--- config.mk ---
export PLATFORM = sky130hd
export DESIGN_NAME = uart_key_tx_scheduler
export DESIGN_NICKNAME = d
export VERILOG_FILES = /design/src/rtl/uart_key_tx_scheduler.sv
export SDC_FILE = /design/constraint.sdc
export NUM_CORES = 1
export LEC_CHECK = 0
export BUFFER_PORTS_ARGS = -buffer_cell sky130_fd_sc_hd__buf_2
export CORE_AREA = 2 2 69 65
export CTS_CLUSTER_SIZE = 12
export DETAILED_ROUTE_END_ITERATION = 8
export DIE_AREA = 0 0 71 67
export PLACE_DENSITY = 0.86
export SETUP_SLACK_MARGIN = 0.05
export SYNTH_ARGS = -nofsm -noshare
export SYNTH_HDL_FRONTEND = slang
export SYNTH_SLANG_ARGS = --single-unit
--- constraint.sdc ---
create_clock -name i_clock -period 5.1 [get_ports i_clock]
set_input_delay 1.02 -clock i_clock [delete_from_list [all_inputs] [get_ports i_clock]]
set_output_delay 1.02 -clock i_clock [all_outputs]
set_load 0.02 [all_outputs]
--- src/rtl/uart_key_tx_scheduler.sv ---
// Purpose: round-robin scheduler sharing one UART transmitter among keys a/s/d/w; auto-repeat enabled by `TX_SCHED_REPEAT_EN.
// Latency: key rise sampled at edge N sets pending at N; when idle, o_tx_start pulses from edge N+1 for one cycle.
// Backpressure: one frame in flight; waits for i_tx_busy to rise then fall, then GAP_CLOCKS idle clocks; presses on pending keys pulse o_overrun.
module uart_key_tx_scheduler #(
    parameter int                    DATA_WIDTH    = 8,
    parameter logic [DATA_WIDTH-1:0] CODE_A        = 'h61,
    parameter logic [DATA_WIDTH-1:0] CODE_S        = 'h73,
    parameter logic [DATA_WIDTH-1:0] CODE_D        = 'h64,
    parameter logic [DATA_WIDTH-1:0] CODE_W        = 'h77,
    parameter int                    GAP_CLOCKS    = 434,
    parameter int                    ACK_TIMEOUT   = 4,
    parameter int                    REPEAT_CLOCKS = 1608997,
    parameter int                    COUNTER_WIDTH = 21
) (
    input  logic                  i_clock,
    input  logic                  i_reset,
    input  logic [3:0]            i_key,
    input  logic                  i_tx_busy,
    output logic                  o_tx_start,
    output logic [DATA_WIDTH-1:0] o_tx_data,
    output logic [3:0]            o_grant,
    output logic [3:0]            o_pending,
    output logic                  o_overrun,
    output logic                  o_error
);

    localparam logic [1:0] S_IDLE      = 2'd0;
    localparam logic [1:0] S_WAIT_ACK  = 2'd1;
    localparam logic [1:0] S_WAIT_DONE = 2'd2;
    localparam logic [1:0] S_GAP       = 2'd3;

    localparam logic [COUNTER_WIDTH-1:0] ACK_LAST = COUNTER_WIDTH'(ACK_TIMEOUT - 1);
    localparam logic [COUNTER_WIDTH-1:0] GAP_LAST = COUNTER_WIDTH'(GAP_CLOCKS - 1);
    localparam logic [COUNTER_WIDTH-1:0] CNT_ONE  = COUNTER_WIDTH'(1);

    // Both periods share the counter width; a too-narrow counter would wrap silently.
    if (GAP_CLOCKS >= (1 << COUNTER_WIDTH) || REPEAT_CLOCKS >= (1 << COUNTER_WIDTH)) begin : g_bad_counter_width
        $error("COUNTER_WIDTH cannot hold GAP_CLOCKS or REPEAT_CLOCKS");
    end

    logic [3:0]               key_prev_q;
    logic [3:0]               rise;
    logic [3:0]               rep_fire;
    logic [3:0]               set_req;
    logic [3:0]               clr;
    logic [3:0]               pend_q, pend_d;
    logic                     ovr_q, ovr_d;
    logic [1:0]               state_q, state_d;
    logic [COUNTER_WIDTH-1:0] cnt_q, cnt_d;
    logic [1:0]               ptr_q, ptr_d;
    logic                     start_q, start_d;
    logic [DATA_WIDTH-1:0]    data_q, data_d;
    logic [3:0]               grant_q, grant_d;
    logic                     err_q, err_d;
    logic                     win_found;
    logic [1:0]               win_idx;
    logic [1:0]               cand;

    function automatic logic [DATA_WIDTH-1:0] code_of(input logic [1:0] idx);
        case (idx)
            2'd0:    code_of = CODE_A;
            2'd1:    code_of = CODE_S;
            2'd2:    code_of = CODE_D;
            default: code_of = CODE_W;
        endcase
    endfunction

    assign rise = i_key & ~key_prev_q;

`ifdef TX_SCHED_REPEAT_EN
    localparam logic [COUNTER_WIDTH-1:0] REP_LAST = COUNTER_WIDTH'(REPEAT_CLOCKS - 1);
    logic [COUNTER_WIDTH-1:0] rep_cnt_q [4];
    logic [COUNTER_WIDTH-1:0] rep_cnt_d [4];

    // Hold timers: restart on press, clear on release, fire and restart every REPEAT_CLOCKS while held.
    always_comb begin
        rep_fire = '0;
        for (int k = 0; k < 4; k++) begin
            rep_cnt_d[k] = rep_cnt_q[k] + CNT_ONE;
            if (!i_key[k] || rise[k]) begin
                rep_cnt_d[k] = '0;
            end else if (rep_cnt_q[k] == REP_LAST) begin
                rep_cnt_d[k] = '0;
                rep_fire[k]  = 1'b1;
            end
        end
    end

    // Register the hold timers.
    always_ff @(posedge i_clock or posedge i_reset) begin
        if (i_reset) begin
            for (int k = 0; k < 4; k++) rep_cnt_q[k] <= '0;
        end else begin
            for (int k = 0; k < 4; k++) rep_cnt_q[k] <= rep_cnt_d[k];
        end
    end
`else
    assign rep_fire = '0;
`endif

    assign set_req = rise | rep_fire;

    // A new request wins over a same-cycle grant clear; any request on an already-pending key is one overrun.
    always_comb begin
        pend_d = (pend_q & ~clr) | set_req;
        ovr_d  = |(set_req & pend_q);
    end

    // Round-robin search starting just after the last winner.
    always_comb begin
        win_found = 1'b0;
        win_idx   = ptr_q;
        cand      = ptr_q;
        for (int i = 1; i <= 4; i++) begin
            cand = ptr_q + 2'(i);
            if (!win_found && pend_q[cand]) begin
                win_found = 1'b1;
                win_idx   = cand;
            end
        end
    end

    // Transmission sequencing: grant, wait for busy, wait for done, enforce the inter-frame gap.
    always_comb begin
        state_d = state_q;
        cnt_d   = cnt_q;
        ptr_d   = ptr_q;
        start_d = 1'b0;
        data_d  = data_q;
        grant_d = grant_q;
        err_d   = 1'b0;
        clr     = '0;
        case (state_q)
            S_IDLE: begin
                if (win_found) begin
                    start_d = 1'b1;
                    data_d  = code_of(win_idx);
                    grant_d = 4'b0001 << win_idx;
                    clr     = 4'b0001 << win_idx;
                    ptr_d   = win_idx;
                    cnt_d   = '0;
                    state_d = S_WAIT_ACK;
                end
            end
            S_WAIT_ACK: begin
                if (i_tx_busy) begin
                    state_d = S_WAIT_DONE;
                end else if (cnt_q == ACK_LAST) begin
                    // Transmitter never answered: drop this request rather than retry it.
                    err_d   = 1'b1;
                    grant_d = '0;
                    state_d = S_IDLE;
                end else begin
                    cnt_d = cnt_q + CNT_ONE;
                end
            end
            S_WAIT_DONE: begin
                if (!i_tx_busy) begin
                    cnt_d = '0;
                    if (GAP_CLOCKS == 0) begin
                        grant_d = '0;
                        state_d = S_IDLE;
                    end else begin
                        state_d = S_GAP;
                    end
                end
            end
            default: begin
                if (cnt_q == GAP_LAST) begin
                    grant_d = '0;
                    state_d = S_IDLE;
                end else begin
                    cnt_d = cnt_q + CNT_ONE;
                end
            end
        endcase
    end

    // Key history, pending flags and overrun pulse.
    always_ff @(posedge i_clock or posedge i_reset) begin
        if (i_reset) begin
            key_prev_q <= '0;
            pend_q     <= '0;
            ovr_q      <= 1'b0;
        end else begin
            key_prev_q <= i_key;
            pend_q     <= pend_d;
            ovr_q      <= ovr_d;
        end
    end

    // Scheduler state and registered transmitter-facing outputs; pointer resets to 3 so key a goes first.
    always_ff @(posedge i_clock or posedge i_reset) begin
        if (i_reset) begin
            state_q <= S_IDLE;
            cnt_q   <= '0;
            ptr_q   <= 2'd3;
            start_q <= 1'b0;
            data_q  <= '0;
            grant_q <= '0;
            err_q   <= 1'b0;
        end else begin
            state_q <= state_d;
            cnt_q   <= cnt_d;
            ptr_q   <= ptr_d;
            start_q <= start_d;
            data_q  <= data_d;
            grant_q <= grant_d;
            err_q   <= err_d;
        end
    end

    assign o_tx_start = start_q;
    assign o_tx_data  = data_q;
    assign o_grant    = grant_q;
    assign o_pending  = pend_q;
    assign o_overrun  = ovr_q;
    assign o_error    = err_q;

endmodule

==> impl_metrics.csv <==
group,metric,value,unit
routing,ant_nets,0,
timing,rsz0062_at_grt,"no",
global_route,grt_usage,22.8,%
worst_setup_path,crit_start,"state_q[0]$_DFFE_PP0P_",
synthesis,syn_area,0.00235,sq mm
synthesis,ys_seq_area_share,47.0,%
timing,skew,0.00693,ns
timing,fmax,384,MHz
die,die_h,67,microns
die,die_area,0.00476,sq mm
routing,wl,5160,microns
routing,dr.pass1.iters,5,
worst_setup_path,endpoint,"cnt_q[4]$_DFFE_PP0P_",
timing,min_period_over_period,51.1,%
timing,final-max-slew-violation-count,0,
placed_design,numPortBuffers,23,
worst_setup_path,reg2reg_depth,5,
routing,wl_per_cell,17.0,microns
clock_network,cts_tree,"yes",
placed_design,place_area,0.00244,sq mm
clock_network,clock-root-buffer,"clkbuf_8",
worst_setup_path,critPathTopFamily,"compound AO/OA/AOI/OAI gates",
power,intPower,0.722,mW
worst_setup_path,max_stage_delay,0.84,ns
final_layout,final_cell_area,0.00256,sq mm
power,pwr-share-clk,25.1,%
timing,finalWorstPathRequiredPeriod,2.60,ns
global_route,grt_pass1_vias,1754,
power,p_sw_share,37.2,%
final_layout,nFillCells,328,
die,start_util,58.8,%
global_route,grt_pass1_wl,8380,microns
worst_setup_path,cp_max_fo,25,
synthesis,synth_ff_type,"dfrtp_1",
worst_setup_path,cp_num_buf_inv,0,
die,die_w,71,microns
final_layout,drive_above_1_share,18.4,%
synthesis,ys_ff_latch,44,
worst_setup_path,rrSetupSlack,2.50,ns
clock_network,path_clk_slew,0.08,ns
synthesis,synthCells,237,
worst_setup_path,start_kind,"flip-flop",
worst_setup_path,cp.arrival,2.79,ns
synthesis,synth_adder_area_share,1.07,%
clock_network,numCtsBuffers,5,
die,core,0.00399,sq mm
final_layout,n_antenna_cell,0,
clock_network,cts_resized,0,
clock_network,hold_buffers,0,
synthesis,yosysUniqueCellTypes,55,
routing,drt_iter0_drc,194,
synthesis,synth_top_family_by_area,"compound AO/OA/AOI/OAI gates",
final_layout,area_growth,9.17,%
placed_design,dp_slack,2.53,ns
timing,fin_ws,2.50,ns
placed_design,post-dp-hpwl,3470,microns
die,fp-row-count,22,
final_layout,fin_nets,264,
routing,routed_via_density,6.53,
worst_hold_path,hp-class,"flip-flop to flip-flop",
power,pwr_density_cell,449,mW/mm^2
synthesis,avgSynthCellArea,9.90,sq um
power,pwr-share-seq,44.2,%
worst_setup_path,r2r_end,"cnt_q[4]$_DFFE_PP0P_",
timing,tns,0,ns
routing,num_vias,1984,
worst_setup_path,r2r_start,"state_q[0]$_DFFE_PP0P_",
status,status,"finished clean",
timing,worst_pin_slew,0.994,ns
placed_design,gp_congestion,0.960,
worst_setup_path,path_cells,"and3_1 > nand4_1 > a21oi_2 > o41ai_1 > a22o_1",
clock_network,post_cts_buffers,0,
synthesis,synthArstFlopShare,100,%
routing,drc,0,
worst_setup_path,critical_path_required,5.29,ns
global_route,grt-ovfl-total,0,
job,maxCapViolCount,0,
clock_network,cts_max_level,2,
die,ios,26,
clock_network,clk_latency,0.29,ns
synthesis,synth-edff-count,0,
synthesis,synthMuxAreaShare,0.426,%
power,p_switching,0.428,mW
power,worst_ir_drop_vdd,0.284,mV
synthesis,synthXorXnorAreaFrac,0,%
power,p_leak,1.09,nW
power,combPwrFrac,30.7,%
global_route,antenna_found_initial,0,
worst_setup_path,worstSetupEndpointType,"flip-flop",
timing,setup_viol,0,
synthesis,synth-compound-area-share,25.1,%
global_route,grt_max_degree,45,
worst_setup_path,cp.depth,5,
synthesis,synthSimpleGateAreaFrac,20.4,%
timing,hold_viol_final,0,
clock_network,clock-sinks,44,
synthesis,yosysWarnings,0,
clock_network,clockBufferDepth,2,
worst_setup_path,critPathSlowestCell,"a21oi_2",
worst_setup_path,crit_type,"flip-flop to flip-flop",
timing,relSlewSlack,33.7,%
## routing by layer
layer  up-vias  part of all wire, %  track usage, %
met5         -                    0               0
met4         0                  1.6            8.73
met3        13                  7.0            4.08
met2        95                   45            33.1
met1       951                   47            33.9
li1        925                    -               -
## kinds of logic (layout without fill, tap and decap cells)
family | after synthesis | count (layout)
buffers and inverters | 25 | 43
flip-flops | 44 | 44
adder cells (fa/ha/maj) | 2 | 2
AND/OR/NAND/NOR | 84 | 84
AO/OA/AOI/OAI | 80 | 80
other | 1 | 2
multiplexers | 1 | 1
## Yosys cell counts, drive strengths merged (3+ instances only)
library cell	instances	area, sq um
a21o	4	30.0
a21oi	13	80.1
a22o	5	45.0
and2	3	18.8
and3	8	50.1
buf	10	81.3
clkbuf	4	16.3
dfrtp	42	1050
inv	10	37.5
nand2	24	90.1
nand3	10	55.1
nand3b	3	22.5
nand4	3	18.8
nor2	5	18.8
nor2b	3	18.8
nor3	5	36.3
nor4	5	31.3
o211ai	5	37.5
o21a	5	45.0
o21ai	13	65.1
o31ai	16	120
o41ai	6	52.6
or3	3	18.8
or4	6	50.1
## worst min path at each step
stage	slack [ns]	end	cells past startpoint	startpoint
after floorplan	0.47	cnt_q[12]$_DFFE_PP0P_	1	cnt_q[12]$_DFFE_PP0P_
after global placement	0.46	o_tx_data[2]$_DFFE_PP0P_	2	o_tx_data[2]$_DFFE_PP0P_
after detailed placement	0.47	o_grant[0]$_DFFE_PP0P_	1	o_grant[0]$_DFFE_PP0P_
after CTS	0.50	o_grant[1]$_DFFE_PP0P_	1	o_grant[1]$_DFFE_PP0P_
after global routing	0.51	o_tx_data[2]$_DFFE_PP0P_	2	o_tx_data[2]$_DFFE_PP0P_
final	0.49	o_tx_data[5]$_DFFE_PP0P_	1	o_tx_data[5]$_DFFE_PP0P_
## state kept, by name, summed over array words and instances, names as in the netlist
name        flops
ptr_q           2
o_tx_start      1
o_overrun       1
o_grant         4
cnt_q          21
o_error         1
o_pending       4
state_q         2
key_prev_q      4
o_tx_data       4
## power by group through the flow
stage | Sequential (mW) | Combinational (mW) | Clock (mW)
global placement | 0.509 | 0.338 | 0
CTS | 0.507 | 0.352 | 0.291
finish | 0.509 | 0.353 | 0.288
global route | 0.523 | 0.390 | 0.304
floorplan | 0.500 | 0.289 | 0
detailed placement | 0.512 | 0.351 | 0
## through the flow
step	utilization [%]	cells	power, mW	hold slack, ns
final	64.2	304	1.15	0.490
after floorplan	-	238	0.789	0.469
after detailed placement	61.0	296	0.863	0.473
after global placement	61.0	296	0.847	0.456
after CTS	64.2	304	1.15	0.496
after global routing	64.2	304	1.22	0.507
## area by class of cell
type                            count  area, sq um  area share, %
Inverter                           11         41.3           1.61
Tap cell                           48         60.1           2.34
Clock inverter                      1         30.0           1.17
Clock buffer                        7         96.3           3.76
Sequential cell                    44         1100           43.1
Timing Repair Buffer               24          123           4.79
Multi-Input combinational cell    169         1110           43.3
## cell usage in the layout (no fill, tap or decap), types with 3 or more instances in the layout
cell,instances
nor3_1,4
o211ai_1,5
clkbuf_8,7
o21ai_0,13
inv_1,9
nor4_1,5
dfrtp_1,42
nand2_1,24
o41ai_1,6
buf_2,23
and3_1,8
o21a_1,4
nand4_1,3
a22o_1,4
a21oi_1,11
nor2_1,5
and2_1,3
nand3b_1,3
or4_1,4
or3_1,3
nand3_1,9
nor2b_1,3
o31ai_1,16
a21o_1,4
Note: power is estimated with default switching activity, not from simulation.
